--- config.mk ---
export PLATFORM = sky130hd
export DESIGN_NAME = keypad_scan_debounce
export DESIGN_NICKNAME = d
export VERILOG_FILES = /design/src/rtl/keypad_scan_debounce.sv
export SDC_FILE = /design/constraint.sdc
export NUM_CORES = 1
export LEC_CHECK = 0
export BUFFER_PORTS_ARGS = -buffer_cell sky130_fd_sc_hd__buf_2
export CAP_MARGIN = 20
export CORE_MARGIN = 10
export CORE_UTILIZATION = 51
export DETAILED_ROUTE_END_ITERATION = 12
export PLACE_DENSITY = 0.74
export SLEW_MARGIN = 20
export SYNTH_ARGS = -nofsm -noshare
export SYNTH_HDL_FRONTEND = slang
export SYNTH_SLANG_ARGS = --single-unit
--- constraint.sdc ---
create_clock -name clk -period 2.43 [get_ports clk]
set_input_delay 0.1215 -clock clk [delete_from_list [all_inputs] [get_ports clk]]
set_output_delay 0.1215 -clock clk [all_outputs]
set_load 0.01 [all_outputs]
--- src/rtl/keypad_scan_debounce.sv ---
// Matrix keypad scanner: column strobe, row sync, debounce, chord reject,
// and a single-entry valid/ready key output with overflow reporting.
module keypad_scan_debounce #(
    parameter int Rows     = 4,
    parameter int Columns  = 4,
    parameter int KEY_W    = 5,
    parameter int SETTLE   = 3,
    parameter int DEBOUNCE = 4
) (
    input  logic               clk,
    input  logic               reset,
    input  logic [Rows-1:0]    rows,
    output logic [Columns-1:0] columns,
    output logic [KEY_W-1:0]   key,
    output logic               key_valid,
    input  logic               key_ready,
    output logic               multi_key,
    output logic               overflow
);

    localparam int CW    = $clog2(Columns);
    localparam int RW    = $clog2(Rows);
    localparam int CNT_W = $clog2(SETTLE + DEBOUNCE + 1);

    typedef enum logic [1:0] {
        ST_SCAN,
        ST_DEBOUNCE,
        ST_HOLD
    } state_t;

    state_t            state;
    logic [Rows-1:0]   sync1;
    logic [Rows-1:0]   rs;
    logic [Rows-1:0]   pat;
    logic [CW-1:0]     col_idx;
    logic [CW-1:0]     next_col;
    logic [CNT_W-1:0]  cnt;
    logic [RW-1:0]     row_idx;
    logic [KEY_W-1:0]  code;
    logic [KEY_W-1:0]  acc_code;
    logic              acc;

    assign next_col = (col_idx == CW'(Columns - 1)) ? '0 : col_idx + 1'b1;

    // Only meaningful when pat holds exactly one zero.
    always_comb begin
        row_idx = '0;
        for (int i = 0; i < Rows; i++) begin
            if (!pat[i]) row_idx = RW'(i);
        end
    end

    assign code = KEY_W'(col_idx) * KEY_W'(Rows) + KEY_W'(row_idx);

    always_ff @(posedge clk) begin
        if (reset) begin
            sync1     <= '1;
            rs        <= '1;
            state     <= ST_SCAN;
            col_idx   <= '0;
            cnt       <= '0;
            pat       <= '1;
            columns   <= {{(Columns - 1){1'b1}}, 1'b0};
            acc       <= 1'b0;
            acc_code  <= '0;
            multi_key <= 1'b0;
            overflow  <= 1'b0;
            key       <= '0;
            key_valid <= 1'b0;
        end else begin
            sync1     <= rows;
            rs        <= sync1;
            acc       <= 1'b0;
            multi_key <= 1'b0;
            overflow  <= 1'b0;

            unique case (state)
                ST_SCAN: begin
                    if (cnt == CNT_W'(SETTLE - 1)) begin
                        if (&rs) begin
                            cnt     <= '0;
                            col_idx <= next_col;
                            columns <= ~(Columns'(1) << next_col);
                        end else begin
                            pat   <= rs;
                            cnt   <= CNT_W'(1);
                            state <= ST_DEBOUNCE;
                        end
                    end else begin
                        cnt <= cnt + 1'b1;
                    end
                end
                ST_DEBOUNCE: begin
                    if (rs != pat) begin
                        state   <= ST_SCAN;
                        cnt     <= '0;
                        col_idx <= next_col;
                        columns <= ~(Columns'(1) << next_col);
                    end else if (cnt >= CNT_W'(DEBOUNCE - 1)) begin
                        state <= ST_HOLD;
                        cnt   <= '0;
                        if ($onehot(~pat)) begin
                            acc      <= 1'b1;
                            acc_code <= code;
                        end else begin
                            multi_key <= 1'b1;
                        end
                    end else begin
                        cnt <= cnt + 1'b1;
                    end
                end
                ST_HOLD: begin
                    // Leave only after DEBOUNCE consecutive idle samples.
                    if (!(&rs)) begin
                        cnt <= '0;
                    end else if (cnt == CNT_W'(DEBOUNCE - 1)) begin
                        state   <= ST_SCAN;
                        cnt     <= '0;
                        col_idx <= next_col;
                        columns <= ~(Columns'(1) << next_col);
                    end else begin
                        cnt <= cnt + 1'b1;
                    end
                end
                default: begin
                    state <= ST_SCAN;
                    cnt   <= '0;
                end
            endcase

            if (acc) begin
                if (!key_valid || key_ready) begin
                    key       <= acc_code;
                    key_valid <= 1'b1;
                end else begin
                    overflow <= 1'b1;
                end
            end else if (key_valid && key_ready) begin
                key_valid <= 1'b0;
            end
        end
    end

endmodule
==> summary.txt, run 1 <==
Run status
  – Result of the run: finished, final reports clean

Floorplanning
  – DIE AREA: 0.00591 mm2
  – Initial Util: 53.7%
  – Top-level port count: 19
  – Height of the die: 76.9 um
  – Die W: 76.9 um
  – Std-Cell Rows: 20
  – Placeable core region: 0.00308 mm2

Pwr
  – Worst voltage drop across the vdd grid: 458 uV
  – Pwr Density: 719 mW/mm2
  – Static leakage: 0.887 nW

Final layout
  – Final Core Density: 63.1%
  – Fill cell total of the finished layout: 271
  – Antenna Diode Count: 0
  – Fraction of final layout cells with drive strength greater than 1: 24.0%
  – Number of nets in the final layout: 217
  – Area growth, synth to finish: 17.6%
  – Post-Layout Inst Area: 0.00194 mm2

STA
  – Final worst slack: 76.5 ps
  – Final clock period utilization by the worst path: 96.9%
  – Setup_tns: 0 ps
  – Count of pins over their slew limit: 0
  – Clock tree skew after final layout: 14.8 ps
  – Actual transition at the worst max-transition pin: 645 ps
  – # setup viols final: 0
  – Final min period: 2350 ps
  – Worst relative slew slack: 56.7%
  – Unrepaired setup endpoints after global routing: false
  – Number of endpoints with negative hold slack in the final report: 0
  – Highest Clock Rate: 0.425 GHz
  – Post-Route Hold Slack: 268 ps

Detailed routing
  – Total number of vias: 1242
  – Detailed-route vias per instance: 5.09
  – Total routed wirelength: 3.16 mm
  – Initial detailed-routing violation count: 83
  – Routed len/inst: 13.0 um
  – Iteration count of the initial detailed-routing pass: 4
  – ANT nets after route: 0
  – Post-route DRC: 0

Yosys
  – Post-synthesis cell area: 0.00165 mm2
  – Commonest cells in the netlist: sky130_fd_sc_hd__dfxtp_1, sky130_fd_sc_hd__nor2_1, sky130_fd_sc_hd__inv_1
  – Area share of the leading cell type in the synthesized netlist: 42.4%
  – Synthesized flop and latch total: 35
  – FFs w/ async S/R, synth: 0%
  – Post-synth EDFFs: 0
  – Most common cell in the synthesized netlist: sky130_fd_sc_hd__dfxtp_1
  – Sequential element share of the synthesized area: 42.4%
  – Cell type contributing the most total cell area after synthesis: sky130_fd_sc_hd__dfxtp_1
  – Count of synthesis-stage warnings from yosys: 0
  – Post-synth net total: 192
  – Mapped Cells: 174
  – Primary flip-flop cell chosen by synthesis mapping: sky130_fd_sc_hd__dfxtp_1
  – Area contributors post-synth: sky130_fd_sc_hd__dfxtp_1, sky130_fd_sc_hd__ha_1, sky130_fd_sc_hd__mux2i_1
  – Mean area per synthesized cell: 9.49 um2
  – Distinct cells, synth: 41

Worst setup path
  – Crit Path Class: flop to flop
  – Crit path launch type: flop
  – Largest fanout on the critical path: 3
  – Endpoint class of the critical path: flop
  – Critical path data arrival time: 2630 ps
  – Required time worst endpoint: 2700 ps

Global route
  – Pin count of the biggest net entering global routing: 40
  – Overflow after GRT: 0
  – Vias in the first global route: 1211
  – Initial antenna violation count: 0
  – Global-route wire length before repair: 5.19 mm
  – All-Layer GR Usage: 10.5%

Placed design
  – Placed Area: 0.00177 mm2
  – Worst slack after detailed placement: -58.4 ps
  – DP HPWL: 2.29 mm
  – Final RePlAce weighted congestion: 0.859
  – Count of input and output buffers: 17

Run
  – # Max-Cap Violations: 0

Clock network
  – Clk Tree Root Cell: sky130_fd_sc_hd__clkbuf_4
  – Clock Latency Late Sink: 350 ps
  – Clk sinks: 35
  – Number of H-tree levels: 2
  – Clock transition at the register clock pins on the worst setup and hold paths after CTS: 110 ps
  – Number of clock buffers inserted by TritonCTS: 5
  – Number of buffers between clock root and the deepest sink: 2
  – CTS tree: yes

Worst hold path
  – Type of the most critical hold path: primary input to flop
## final timing paths
check	start	endpoint	slack [ps]	depth (start not counted)
setup / recovery	pat[0]$_SDFFE_PP1P_	acc_code[2]$_SDFFE_PP0P_	80	9
hold reg to reg	sync1[2]$_SDFF_PP1_	rs[2]$_SDFF_PP1_	420	1
hold / removal	reset	key[2]$_SDFFE_PP0P_	270	2
setup reg to reg	pat[0]$_SDFFE_PP1P_	acc_code[2]$_SDFFE_PP0P_	80	9
## layer usage
layer / GRT usage [%] / part of all wire [%] / up-vias
li1: - / - / 642
met1: 10.4 / 42 / 567
met2: 18.2 / 49 / 25
met3: 4.66 / 6.7 / 8
met4: 4.83 / 1.9 / 0
met5: 0 / 0 / -
## worst max-delay path: stages (launching register included)
cell	delay (ps)
sky130_fd_sc_hd__dfxtp_2	340
sky130_fd_sc_hd__fa_1	530
sky130_fd_sc_hd__inv_1	40
sky130_fd_sc_hd__ha_1	200
sky130_fd_sc_hd__ha_4	220
sky130_fd_sc_hd__or3b_4	390
sky130_fd_sc_hd__nor2_4	120
sky130_fd_sc_hd__buf_4	120
sky130_fd_sc_hd__nand4_1	100
sky130_fd_sc_hd__a21oi_1	210
## cell usage in the layout (no fill, tap or decap), types with 2 or more instances in the layout
cell type,Yosys,final
sky130_fd_sc_hd__inv_1,18,18
sky130_fd_sc_hd__clkbuf_4,0,5
sky130_fd_sc_hd__dlygate4sd3_1,0,5
sky130_fd_sc_hd__buf_4,1,5
sky130_fd_sc_hd__nand2b_1,3,3
sky130_fd_sc_hd__a31oi_1,2,2
sky130_fd_sc_hd__buf_2,0,17
sky130_fd_sc_hd__nor2_1,19,18
sky130_fd_sc_hd__nor2b_1,7,7
sky130_fd_sc_hd__nor3_1,4,4
sky130_fd_sc_hd__mux2_4,2,2
sky130_fd_sc_hd__a21oi_1,6,6
sky130_fd_sc_hd__xnor2_1,4,4
sky130_fd_sc_hd__a32oi_1,2,2
sky130_fd_sc_hd__o21ai_0,4,4
sky130_fd_sc_hd__nand3_1,2,2
sky130_fd_sc_hd__a311oi_1,2,2
sky130_fd_sc_hd__or2_2,8,8
sky130_fd_sc_hd__nor4_1,2,2
sky130_fd_sc_hd__mux2i_1,9,9
sky130_fd_sc_hd__nand4_1,3,3
sky130_fd_sc_hd__ha_1,10,9
sky130_fd_sc_hd__dfxtp_1,35,34
sky130_fd_sc_hd__a211o_1,4,4
sky130_fd_sc_hd__nand2_1,2,2
## sequential cells by signal, summed over array words and instances, names as in the netlist
register,count
acc,1
acc_code,4
cnt,3
col_idx,2
columns,4
key,4
key_valid,1
multi_key,1
overflow,1
pat,4
rs,4
state,2
sync1,4
## layout make-up
class	count	area, um2	area share [%]
clock inverters	2	35.0	1.80
well taps	44	55.1	2.84
repair buffers	27	173	8.89
clock buffers	6	51.3	2.64
inverters	18	67.6	3.48
flip-flops and latches	35	702	36.1
multi-input cells	112	858	44.2
## repair_timing
item	in CTS	in global routing
hold buffers	5	0
setup buffers	1	0
endpoints found under the setup margin	4	2
endpoints found under the hold margin	5	0
resized for setup	3	3
pin swaps	2	2
## metrics by stage
stage,instances,total power [mW]
2_1_floorplan,174,0.890
3_3_place_gp,230,0.935
3_5_place_dp,230,0.950
4_1_cts,244,1.40
5_1_grt,244,1.48
6_report,244,1.40
## power by group
part,switching [mW],internal (mW),leakage (nW),total (mW)
clock network,0.189,0.243,0.0482,0.432
logic,0.165,0.151,0.554,0.316
registers,0.0356,0.613,0.285,0.648
total,0.390,1.01,0.887,1.40
## logic make-up after synthesis
kind of cell / synth area share (%)
other: 0.227
AND/OR/NAND/NOR: 19.9
flip-flops: 42.4
buffers and inverters: 7.27
multiplexers: 7.27
AO/OA/AOI/OAI: 12.0
adder cells (fa/ha/maj): 8.79
XOR/XNOR: 2.12
Note: power is estimated with default switching activity, not from simulation.
==> inputs of run 2 (changes only) <==
Settings changed: CTS_BUF_LIST set to sky130_fd_sc_hd__clkbuf_16.
Clock period 2.43 ns to 2 ns, I/O delays scaled along.
==> summary.txt, run 2 (synthesis gave the netlist of run 1 again) <==
Detailed routing
  – Post-route DRC: 0
  – Iteration count of the initial detailed-routing pass: 4
  – Detailed-route vias per instance: 5.15
  – Initial detailed-routing violation count: 53
  – Total number of vias: 1257
  – ANT nets after route: 0
  – Total routed wirelength: 3.29 mm
  – Routed len/inst: 13.5 um

Worst setup path
  – Crit Path Class: flop to flop
  – Crit path launch type: flop
  – Required time worst endpoint: 2190 ps
  – Worst reg-to-reg setup slack: -210 ps
  – Critical path data arrival time: 2400 ps
  – Endpoint class of the critical path: flop
  – Largest fanout on the critical path: 4

STA
  – Number of endpoints with negative hold slack in the final report: 0
  – Worst relative slew slack: 55.5%
  – Final clock period utilization by the worst path: 111%
  – Final min period: 2210 ps
  – Final worst slack: -210 ps
  – Post-Route Hold Slack: 4.85 ps
  – Count of pins over their slew limit: 0
  – Actual transition at the worst max-transition pin: 667 ps
  – # setup viols final: 5
  – Clock tree skew after final layout: 5.33 ps
  – Unrepaired setup endpoints after global routing: true
  – Setup_tns: -798 ps
  – Highest Clock Rate: 0.452 GHz

Final layout
  – Antenna Diode Count: 0
  – Leading cell type in the layout, fill and taps excluded: sky130_fd_sc_hd__dfxtp_1
  – Number of nets in the final layout: 217
  – Highest-count cells in the layout ignoring fill and taps: sky130_fd_sc_hd__dfxtp_1, sky130_fd_sc_hd__inv_1, sky130_fd_sc_hd__nor2_1
  – Area growth, synth to finish: 23.1%
  – Fill cell total of the finished layout: 261
  – Fraction of final layout cells with drive strength greater than 1: 28.5%

Clock network
  – Number of H-tree levels: 2
  – Clock transition at the register clock pins on the worst setup and hold paths after CTS: 50 ps
  – Number of buffers between clock root and the deepest sink: 2
  – Number of clock buffers inserted by TritonCTS: 5
  – Clk sinks: 35
  – Clock Latency Late Sink: 280 ps
  – Clk Tree Root Cell: sky130_fd_sc_hd__clkbuf_16
  – CTS tree: yes

Run status
  – Result of the run: complete, but fails checks
  – Violated checks: setup timing

Placed design
  – Count of input and output buffers: 17
  – Final RePlAce weighted congestion: 0.843
  – Worst slack after detailed placement: -287 ps
  – DP HPWL: 2.47 mm

Pwr
  – Worst voltage drop across the vdd grid: 766 uV
  – Switching part of the total power: 25.9%
  – Net switching power: 0.539 mW
  – Static leakage: 0.930 nW
  – Part of the power in combinational logic: 21.5%
  – Internal power: 1.54 mW
  – Seq pwr share: 37.9%
  – Pwr Density: 1020 mW/mm2
  – Clock share of power: 40.7%

Global route
  – Overflow after GRT: 0
  – Pin count of the biggest net entering global routing: 40
  – Vias in the first global route: 1284
  – Global-route wire length before repair: 5.67 mm
  – All-Layer GR Usage: 11.7%
  – Initial antenna violation count: 0

Floorplanning
  – Height of the die: 76.9 um
  – DIE AREA: 0.00591 mm2
  – Std-Cell Rows: 20
  – Placeable core region: 0.00308 mm2
  – Top-level port count: 19
  – Initial Util: 53.7%
  – Die W: 76.9 um

Run
  – # Max-Cap Violations: 0

Worst hold path
  – Type of the most critical hold path: primary input to flop
[run 2: cell count changes in the layout (fill, tap and decap cells not counted), sizes merged]
cell,delta
clkbuf,-1
dlygate4sd3,-5
clkinv,+1
buf,+5
[run 2: final timing paths]
check	start	to	cells after the start
worst max-delay path	pat[1]$_SDFFE_PP1P_	acc_code[1]$_SDFFE_PP0P_	8
worst min-delay path	rows[2]	sync1[2]$_SDFF_PP1_	2
worst max register to register	pat[1]$_SDFFE_PP1P_	acc_code[1]$_SDFFE_PP0P_	8
worst min register to register	sync1[3]$_SDFF_PP1_	rs[3]$_SDFF_PP1_	1
[run 2: metal layers]
metal  GRT usage, %  vias up  share of wire, %
met1           11.7      591                44
met3           5.24        7               4.6
met5              0        -                 0
li1               -      638                 -
met2           20.6       21                50
met4           5.20        0               1.4
[run 2: power by group through the flow]
stage / sequential, mW / combinational [mW] / clock [mW]
5_1_grt: 0.795 / 0.496 / 0.903
3_3_place_gp: 0.799 / 0.381 / 0
6_report: 0.788 / 0.447 / 0.847
3_5_place_dp: 0.803 / 0.402 / 0
2_1_floorplan: 0.802 / 0.299 / 0
4_1_cts: 0.789 / 0.407 / 0.862
[run 2: critical path: stages, from the launching register on]
cell and delay (ps):
sky130_fd_sc_hd__dfxtp_2 330, sky130_fd_sc_hd__fa_1 520, sky130_fd_sc_hd__inv_1 40, sky130_fd_sc_hd__ha_2 170, sky130_fd_sc_hd__ha_4 240, sky130_fd_sc_hd__or3b_4 390
sky130_fd_sc_hd__nor2_4 130, sky130_fd_sc_hd__a31oi_1 90, sky130_fd_sc_hd__a311oi_1 200
[run 2: timing repair]
item	4_1_cts	5_1_grt
buffers inserted	0	3
pin swaps	4	3
setup endpoints to repair	5	11
hold buffers	0	0
gates resized for setup	2	5
[run 2: layout make-up]
type,count,area (um2),share of cell area (%)
Clock buffer,5,125,6.15
Clock inverter,3,38.8,1.91
Inverter,18,67.6,3.32
Tap cell,44,55.1,2.71
Sequential cell,35,703,34.6
Multi-Input combinational cell,112,883,43.4
Timing Repair Buffer,27,160,7.88
[run 2: stage by stage]
stage               cell area (um2)  utilization (%)  power (mW)  cells
floorplan                      1680                -        1.10    174
global placement               1820             59.1        1.18    233
detailed placement             1820             59.1        1.21    233
CTS                            1990             64.6        2.06    241
global route                   2030             66.1        2.19    244
finish                         2030             66.1        2.08    244
